**config.mk**
```make
export PLATFORM = sky130hd
export DESIGN_NAME = gray_counter_registered_flat
export DESIGN_NICKNAME = d
export VERILOG_FILES = /design/src/rtl/gray_counter_registered_if.sv /design/src/rtl/gray_counter_registered.sv /design/src/flat_wrapper.sv
export SDC_FILE = /design/constraint.sdc
export NUM_CORES = 1
export LEC_CHECK = 0
export ABC_AREA = 1
export BUFFER_PORTS_ARGS = -buffer_cell sky130_fd_sc_hd__buf_2
export CAP_MARGIN = 20
export CORE_MARGIN = 8
export CORE_UTILIZATION = 42
export CTS_CLUSTER_SIZE = 28
export DETAILED_ROUTE_END_ITERATION = 7
export GPL_TIMING_DRIVEN = 0
export PLACE_DENSITY = 0.71
export SYNTH_ARGS = -nofsm -noshare
export SYNTH_HDL_FRONTEND = slang
export SYNTH_SLANG_ARGS = --single-unit
```
**constraint.sdc**
```tcl
create_clock -name clk -period 1.3 [get_ports clk]
set_input_delay 0.195 -clock clk [delete_from_list [all_inputs] [get_ports clk]]
set_output_delay 0.195 -clock clk [all_outputs]
set_load 0.05 [all_outputs]
```
**src/rtl/gray_counter_registered_if.sv**
```systemverilog
// Bundle of the counter's control inputs and registered outputs.
// The master drives the qualifiers and load value; the slave is the counter itself.
interface gray_counter_registered_if #(
    parameter int WIDTH = 4
);
    logic             clear;
    logic             load_valid;
    logic [WIDTH-1:0] load_value;
    logic             step_up;
    logic             step_down;
    logic [WIDTH-1:0] binary_count;
    logic [WIDTH-1:0] gray_count;
    logic             wrap;

    modport master (
        output clear, load_valid, load_value, step_up, step_down,
        input  binary_count, gray_count, wrap
    );

    modport slave (
        input  clear, load_valid, load_value, step_up, step_down,
        output binary_count, gray_count, wrap
    );
endinterface

```
**src/rtl/gray_counter_registered.sv**
```systemverilog
// Up/down binary counter with a registered Gray image and a registered wrap pulse.
// The Gray register is loaded from the next binary value, so both outputs always
// describe the same count and the Gray output is glitch-free.
module gray_counter_registered #(
    parameter int               WIDTH   = 4,
    parameter logic [WIDTH-1:0] INITIAL = '0
) (
    input  logic                          clk,
    input  logic                          aresetn,
    gray_counter_registered_if.slave      bus
);
    localparam logic [WIDTH-1:0] ALL_ONES = '1;
    localparam logic [WIDTH-1:0] ONE      = {{(WIDTH-1){1'b0}}, 1'b1};

    // Reflected binary code of a binary value.
    function automatic logic [WIDTH-1:0] to_gray(input logic [WIDTH-1:0] b);
        return b ^ (b >> 1);
    endfunction

    logic [WIDTH-1:0] r_bin;
    logic [WIDTH-1:0] r_gray;
    logic             r_wrap;
    logic [WIDTH-1:0] w_next;
    logic             w_wrap;

    // Next binary value and wrap detection; clear beats load beats a single step.
    always_comb begin
        w_next = r_bin;
        w_wrap = 1'b0;
        if (bus.clear) begin
            w_next = INITIAL;
        end else if (bus.load_valid) begin
            w_next = bus.load_value;
        end else if (bus.step_up && !bus.step_down) begin
            w_next = r_bin + ONE;
            w_wrap = (r_bin == ALL_ONES);
        end else if (bus.step_down && !bus.step_up) begin
            w_next = r_bin - ONE;
            w_wrap = (r_bin == '0);
        end
    end

    // Count, Gray image and wrap pulse all update on the same edge.
    always_ff @(posedge clk or negedge aresetn) begin
        if (!aresetn) begin
            r_bin  <= INITIAL;
            r_gray <= to_gray(INITIAL);
            r_wrap <= 1'b0;
        end else begin
            r_bin  <= w_next;
            r_gray <= to_gray(w_next);
            r_wrap <= w_wrap;
        end
    end

    assign bus.binary_count = r_bin;
    assign bus.gray_count   = r_gray;
    assign bus.wrap         = r_wrap;
endmodule

```
**src/flat_wrapper.sv**
```systemverilog
// flat-port wrapper written by rule: the top's interface ports become plain ports
module gray_counter_registered_flat 
#(
    parameter int               WIDTH   = 4,
    parameter logic [WIDTH-1:0] INITIAL = '0
)
  (clk, aresetn, bus_clear, bus_load_valid, bus_load_value, bus_step_up, bus_step_down, bus_binary_count, bus_gray_count, bus_wrap);
  gray_counter_registered_if #(.WIDTH(WIDTH)) bus_i ();
  input  logic clk;
  input  logic aresetn;
  input wire logic [$bits(bus_i.clear)-1:0] bus_clear;
  input wire logic [$bits(bus_i.load_valid)-1:0] bus_load_valid;
  input wire logic [$bits(bus_i.load_value)-1:0] bus_load_value;
  input wire logic [$bits(bus_i.step_up)-1:0] bus_step_up;
  input wire logic [$bits(bus_i.step_down)-1:0] bus_step_down;
  output wire logic [$bits(bus_i.binary_count)-1:0] bus_binary_count;
  output wire logic [$bits(bus_i.gray_count)-1:0] bus_gray_count;
  output wire logic [$bits(bus_i.wrap)-1:0] bus_wrap;
  assign bus_i.clear = bus_clear;
  assign bus_i.load_valid = bus_load_valid;
  assign bus_i.load_value = bus_load_value;
  assign bus_i.step_up = bus_step_up;
  assign bus_i.step_down = bus_step_down;
  assign bus_binary_count = bus_i.binary_count;
  assign bus_gray_count = bus_i.gray_count;
  assign bus_wrap = bus_i.wrap;
  gray_counter_registered #(.WIDTH(WIDTH), .INITIAL(INITIAL)) u_core (.clk(clk), .aresetn(aresetn), .bus(bus_i));
endmodule
```
### Yosys cells after proc, flatten, opt, wreduce, memory -nomap -nowiden

Index checks and enable logic that the tools add are counted.

| cells by class | value |
|---|---|
| $add $sub $neg | 2 |
| multipliers | 0 |
| div/mod/pow operators | 0 |
| magnitude comparators | 0 |
| eq/ne operators | 1 |
| shifts and indexed selects | 0 |
| muxes and demuxes | 8 |
| bitwise operators | 1 |
| reductions and logical operators | 5 |

Operators by type and width:

| kind | count |
|---|---|
| two-way mux 4 bit | 4 |
| adder 4 x 1 -> 4 bit (second input constant) | 1 |
| equality test 4 bit (second input constant) | 1 |
| logical NOT 4 bit | 1 |
| two-way mux 1 bit | 4 |
| subtractor 4 x 1 -> 4 bit (second input constant) | 1 |
| bitwise XOR 4 x 3 -> 4 bit | 1 |
| logical AND 1 bit | 2 |
| logical NOT 1 bit | 2 |

| storage, ports and cells | value |
|---|---|
| bits in registers | 9 |
| bits in latches | 0 |
| RAM bits | 0 |
| bits in read-only memories | 0 |
| bits of input ports | 10 |
| output and inout bits | 9 |
| memories | 0 |

### Logic depth before layout (Yosys ltp)

| logic depth | value |
|---|---|
| word-level depth | 7 |
| depth in mapped cells | 10 |
| mapped depth without buffers | 10 |

### Worst setup path before layout

No wires, ideal clock.

| timing | value |
|---|---|
| path kind | register to register |
| from | register u_core.r_bin[0], in the netlist u_core.bus.binary_count[0] |
| to | register u_core.r_gray[1], in the netlist u_core.bus.gray_count[1] |
| library setup time | 116 ps |
| arrival time | 1605 ps |
| data required time | 1184 ps |
| slack | -421 ps |
| cell stages (with the launch flop) | 9 |
| clock period less this slack | 1721 ps |
| cell sequence | dfrtp_1 > inv_1 > ha_1 > o21ai_2 > nand3_2 > nand2_2 > inv_1 > nand2_1 > nand2_1 |

| on the way | value |
|---|---|
| word-level cells in the longest chain between the ends | 6 |
| elaborated cells between the ends (all ways) | 7 |
| those cells by class | 2 x add/sub; 4 x mux; 1 x bitwise |

RTL lines:

| what | line | source |
|---|---|---|
| from (decl) | gray_counter_registered.sv:20 | `logic [WIDTH-1:0] r_bin;` |
| from (signal assigned) | gray_counter_registered.sv:50 | `r_bin <= w_next;` |
| subtractor 4 x 1 -> 4 bit | gray_counter_registered.sv:38 | `w_next = r_bin - ONE;` |
| two-way mux 4 bit | gray_counter_registered.sv:37 | `end else if (bus.step_down && !bus.step_up) begin` |
| two-way mux 4 bit (*) | gray_counter_registered.sv:34 | `end else if (bus.step_up && !bus.step_down) begin` |
| two-way mux 4 bit (*) | gray_counter_registered.sv:32 | `end else if (bus.load_valid) begin` |
| two-way mux 4 bit (*) | gray_counter_registered.sv:30 | `if (bus.clear) begin` |
| net u_core.w_next[1] | gray_counter_registered.sv:23 | `logic [WIDTH-1:0] w_next;` |
| bitwise XOR 4 x 3 -> 4 bit (*) | gray_counter_registered.sv:17 | `return b ^ (b >> 1);` |
| to (signal assigned) | gray_counter_registered.sv:47 | `r_gray <= to_gray(INITIAL);` |
| to (signal assigned) | gray_counter_registered.sv:51 | `r_gray <= to_gray(w_next);` |
| to (decl) | gray_counter_registered.sv:21 | `logic [WIDTH-1:0] r_gray;` |

Mark *: on every way through the listed nets, which the timed path passes. The rest lies on a longest branch.

### Final worst setup path

| timing | value |
|---|---|
| from | register u_core.r_bin[1], in the netlist u_core.bus.binary_count[1] |
| to | register u_core.r_gray[1], in the netlist u_core.bus.gray_count[1] |

The elaborated chain is that of the path after synthesis.

==> results.sh <==
export IMPL_outcome="finished with violations"
export IMPL_failed_checks="negative setup slack"
export IMPL_vdd_ir_drop_max_v=0.000730
export IMPL_dr_first_iter_drc_count=12
export IMPL_yosysTopAreaCellShare_pct=35.2
export IMPL_hold_violations=0
export IMPL_critPathKind="reg2reg"
export IMPL_wl_um=1350
export IMPL_design_area_um2=807
export IMPL_crit_path_end_kind="flop"
export IMPL_synth_top_cells_by_area="dfrtp_1 35%, nand2_1 13%, nand3_1 8.8%"
export IMPL_fill_cells=124
export IMPL_path_delay_family="simple AND/OR/NAND/NOR gates"
export IMPL_cts_clk_slew_worst_paths_ns=0.05
export IMPL_dieHeight_um=52.8
export IMPL_drive_gt1_share_pct=50.0
export IMPL_overflow=0
export IMPL_path_buf_inv=2
export IMPL_cts_root_buf="clkbuf_4"
export IMPL_worst_path_stages=10
export IMPL_fin_crit_ns=1.37
export IMPL_worstPathCellList="inv_4 -> ha_4 -> nand3_4 -> nand2_4 -> inv_2 -> nor2_1 -> nor2_1 -> nor2_2 -> nand2_1 -> nand2_1"
export IMPL_ys_ff_latch=8
export IMPL_grtUsageTotal_pct=10.8
export IMPL_syn_area_per_cell_um2=7.21
export IMPL_clk_insertion_delay_late_ns=0.25
export IMPL_antenna_found_initial=0
export IMPL_grt_setup_unrepaired="yes"
export IMPL_final_seq_area_um2=203
export IMPL_slew_viol_final=0
export IMPL_period_share_pct=105
export IMPL_core_rowCount=13
export IMPL_h_tree_depth=1
export IMPL_cp_required_ns=1.49
export IMPL_synth_edf_count=0
export IMPL_grt_max_degree=10
export IMPL_dp_worst_setup_slack_ns=-0.101
export IMPL_nets=118
export IMPL_die_x_um=52.8
export IMPL_via_per_inst=5.00
export IMPL_num_vias=595
export IMPL_wl_per_cell_um=11.3
export IMPL_synth_cell_types=17
export IMPL_tightest_slew_ns=0.375
export IMPL_netlist_instances=79
export IMPL_firstDrtPassIters=4
export IMPL_critPathMaxFanout=5
export IMPL_grtUsageMet2_pct=18.4
export IMPL_yosys_warnings=0
export IMPL_cts_tree="built"
export IMPL_antenna_cells=0
export IMPL_busiest_layer="met2"
export IMPL_crit_path_start_kind="flop"
export IMPL_dp_hpwl_um=1120
export IMPL_placed_cell_area_um2=731
export IMPL_whs_path_depth=2
export IMPL_clock_path_buffers=2
export IMPL_ant_nets=0
export IMPL_synth_most_common_cell="nand2_1"
export IMPL_r2r_cells=10
export IMPL_cp_data_arrival_time_ns=1.56
export IMPL_slowest_delay_ns=0.46
export IMPL_hold_worst_slack_ns=0.139
export IMPL_hold_path_class="in2reg"
export IMPL_die_area_um2=2790
export IMPL_maxCapViolations=0
export IMPL_grtUsageMet3_pct=3.13
export IMPL_synthFlopType="dfrtp_1"
export IMPL_place_congestion=0.756
export IMPL_fmax_ghz=0.730
export IMPL_drc=0
export IMPL_grt_pass1_wl_um=2310
export IMPL_synth_commonest_cells="19 x nand2_1, 11 x inv_1, 10 x nand3_1, 8 x dfrtp_1, 8 x nor2_1"
export IMPL_cellLeakagePower_nw=0.422
export IMPL_cp_slowest_cell="dfrtp_2"
export IMPL_syn_cell_area_um2=569
export IMPL_synth_largest_area_cell="dfrtp_1"
export IMPL_grt_pass1_vias=548
export IMPL_io_buffers=18
export IMPL_setup_ws_ns=-0.0699
export IMPL_area_delta_synth_final_pct=41.8
export IMPL_setup_viol=3
export IMPL_clock_sinks=8
export IMPL_multi_input_area_um2=379
export IMPL_maxSlewHeadroom_pct=74.7
export IMPL_skew_ns=0.000427
export IMPL_finalPower_mw=0.816
export IMPL_cellPowerDensity_nw_per_um2=1010
export IMPL_syn_num_nets=92
export IMPL_ios=19
export IMPL_synthArstFlopShare_pct=100
export IMPL_numCtsBuffers=3
export IMPL_met1_usage_pct=12.4
export IMPL_initial_core_util_pct=44.3
export IMPL_yosysSeqAreaShare_pct=35.2
export IMPL_core_um2=1280
-- kinds of logic after synthesis --
| family | Yosys count | synth area share (%) |
|---|---|---|
| XOR/XNOR | 1 | 1.54 |
| flip-flops | 8 | 35.2 |
| AO/OA/AOI/OAI | 3 | 3.74 |
| adder cells (fa/ha/maj) | 3 | 6.59 |
| buffers and inverters | 15 | 10.5 |
| AND/OR/NAND/NOR | 49 | 42.4 |
-- state kept, by name, indices dropped and copies added, names as in the netlist --
name	count
u_core.bus.gray_count	3
u_core.bus.binary_count	4
u_core.bus.wrap	1
-- routing by layer --
metal,wire length (um),vias to the layer above
li1,-,299
met1,570,279
met2,685,15
met3,73,2
met4,17,0
met5,0,-
-- final cells by class --
cell class	count	area share (%)
plain buffers	1	0.930
clock buffers	4	3.26
inverters	14	7.13
multi-input cells	56	47.0
flip-flops and latches	8	25.1
well taps	15	2.33
repair buffers	21	14.3
-- path summary, 6_finish.rpt --
check / start / to / slack, ns
min in group asynchronous: aresetn / u_core.bus.binary_count[3] / 0.31
setup / recovery: u_core.bus.binary_count[1] / u_core.bus.gray_count[1] / -0.07
setup reg to reg: u_core.bus.binary_count[1] / u_core.bus.gray_count[1] / -0.07
max in group asynchronous: aresetn / u_core.bus.binary_count[0] / 0.81
hold reg to reg: u_core.bus.binary_count[3] / u_core.bus.wrap / 0.64
hold / removal: bus_load_valid / u_core.bus.wrap / 0.14
-- repair_timing --
item	in CTS	in global routing
hold buffers	1	0
gates cloned	0	0
buffers inserted	1	1
gates resized for setup	3	3
endpoints found under the setup margin	3	4
hold endpoints to repair	8	0
pin swaps	8	8
-- placed cells by master (no fill, tap or decap) --
master         instances
a211oi_1               1
buf_2                 18
buf_4                  3
clkbuf_1               1
clkbuf_4               3
dfrtp_1                6
dfrtp_2                2
dlygate4sd3_1          1
ha_4                   3
inv_1                  7
inv_2                  5
inv_4                  2
nand2_1               17
nand2_2                3
nand2_4                1
nand3_1                7
nand3_2                6
nand3_4                1
nand4_1                2
nor2_1                 8
nor2_2                 3
o21ai_0                1
o21ai_2                1
or2_2                  1
xor2_1                 1
-- per-stage QoR --
| step | util, % | cells | setup TNS, ns |
|---|---|---|---|
| 2_1_floorplan | - | 79 | -0.378 |
| 3_3_place_gp | 56.9 | 112 | -0.121 |
| 3_5_place_dp | 56.9 | 112 | -0.187 |
| 4_1_cts | 61.4 | 118 | -0.105 |
| 5_1_grt | 62.8 | 119 | -0.391 |
| 6_report | 62.8 | 119 | -0.128 |
-- power breakdown --
| part | internal (mW) | switching (mW) |
|---|---|---|
| sequential | 0.274 | 0.0234 |
| clock | 0.117 | 0.0815 |
| combinational | 0.103 | 0.217 |
(Power assumes the default switching activity.)
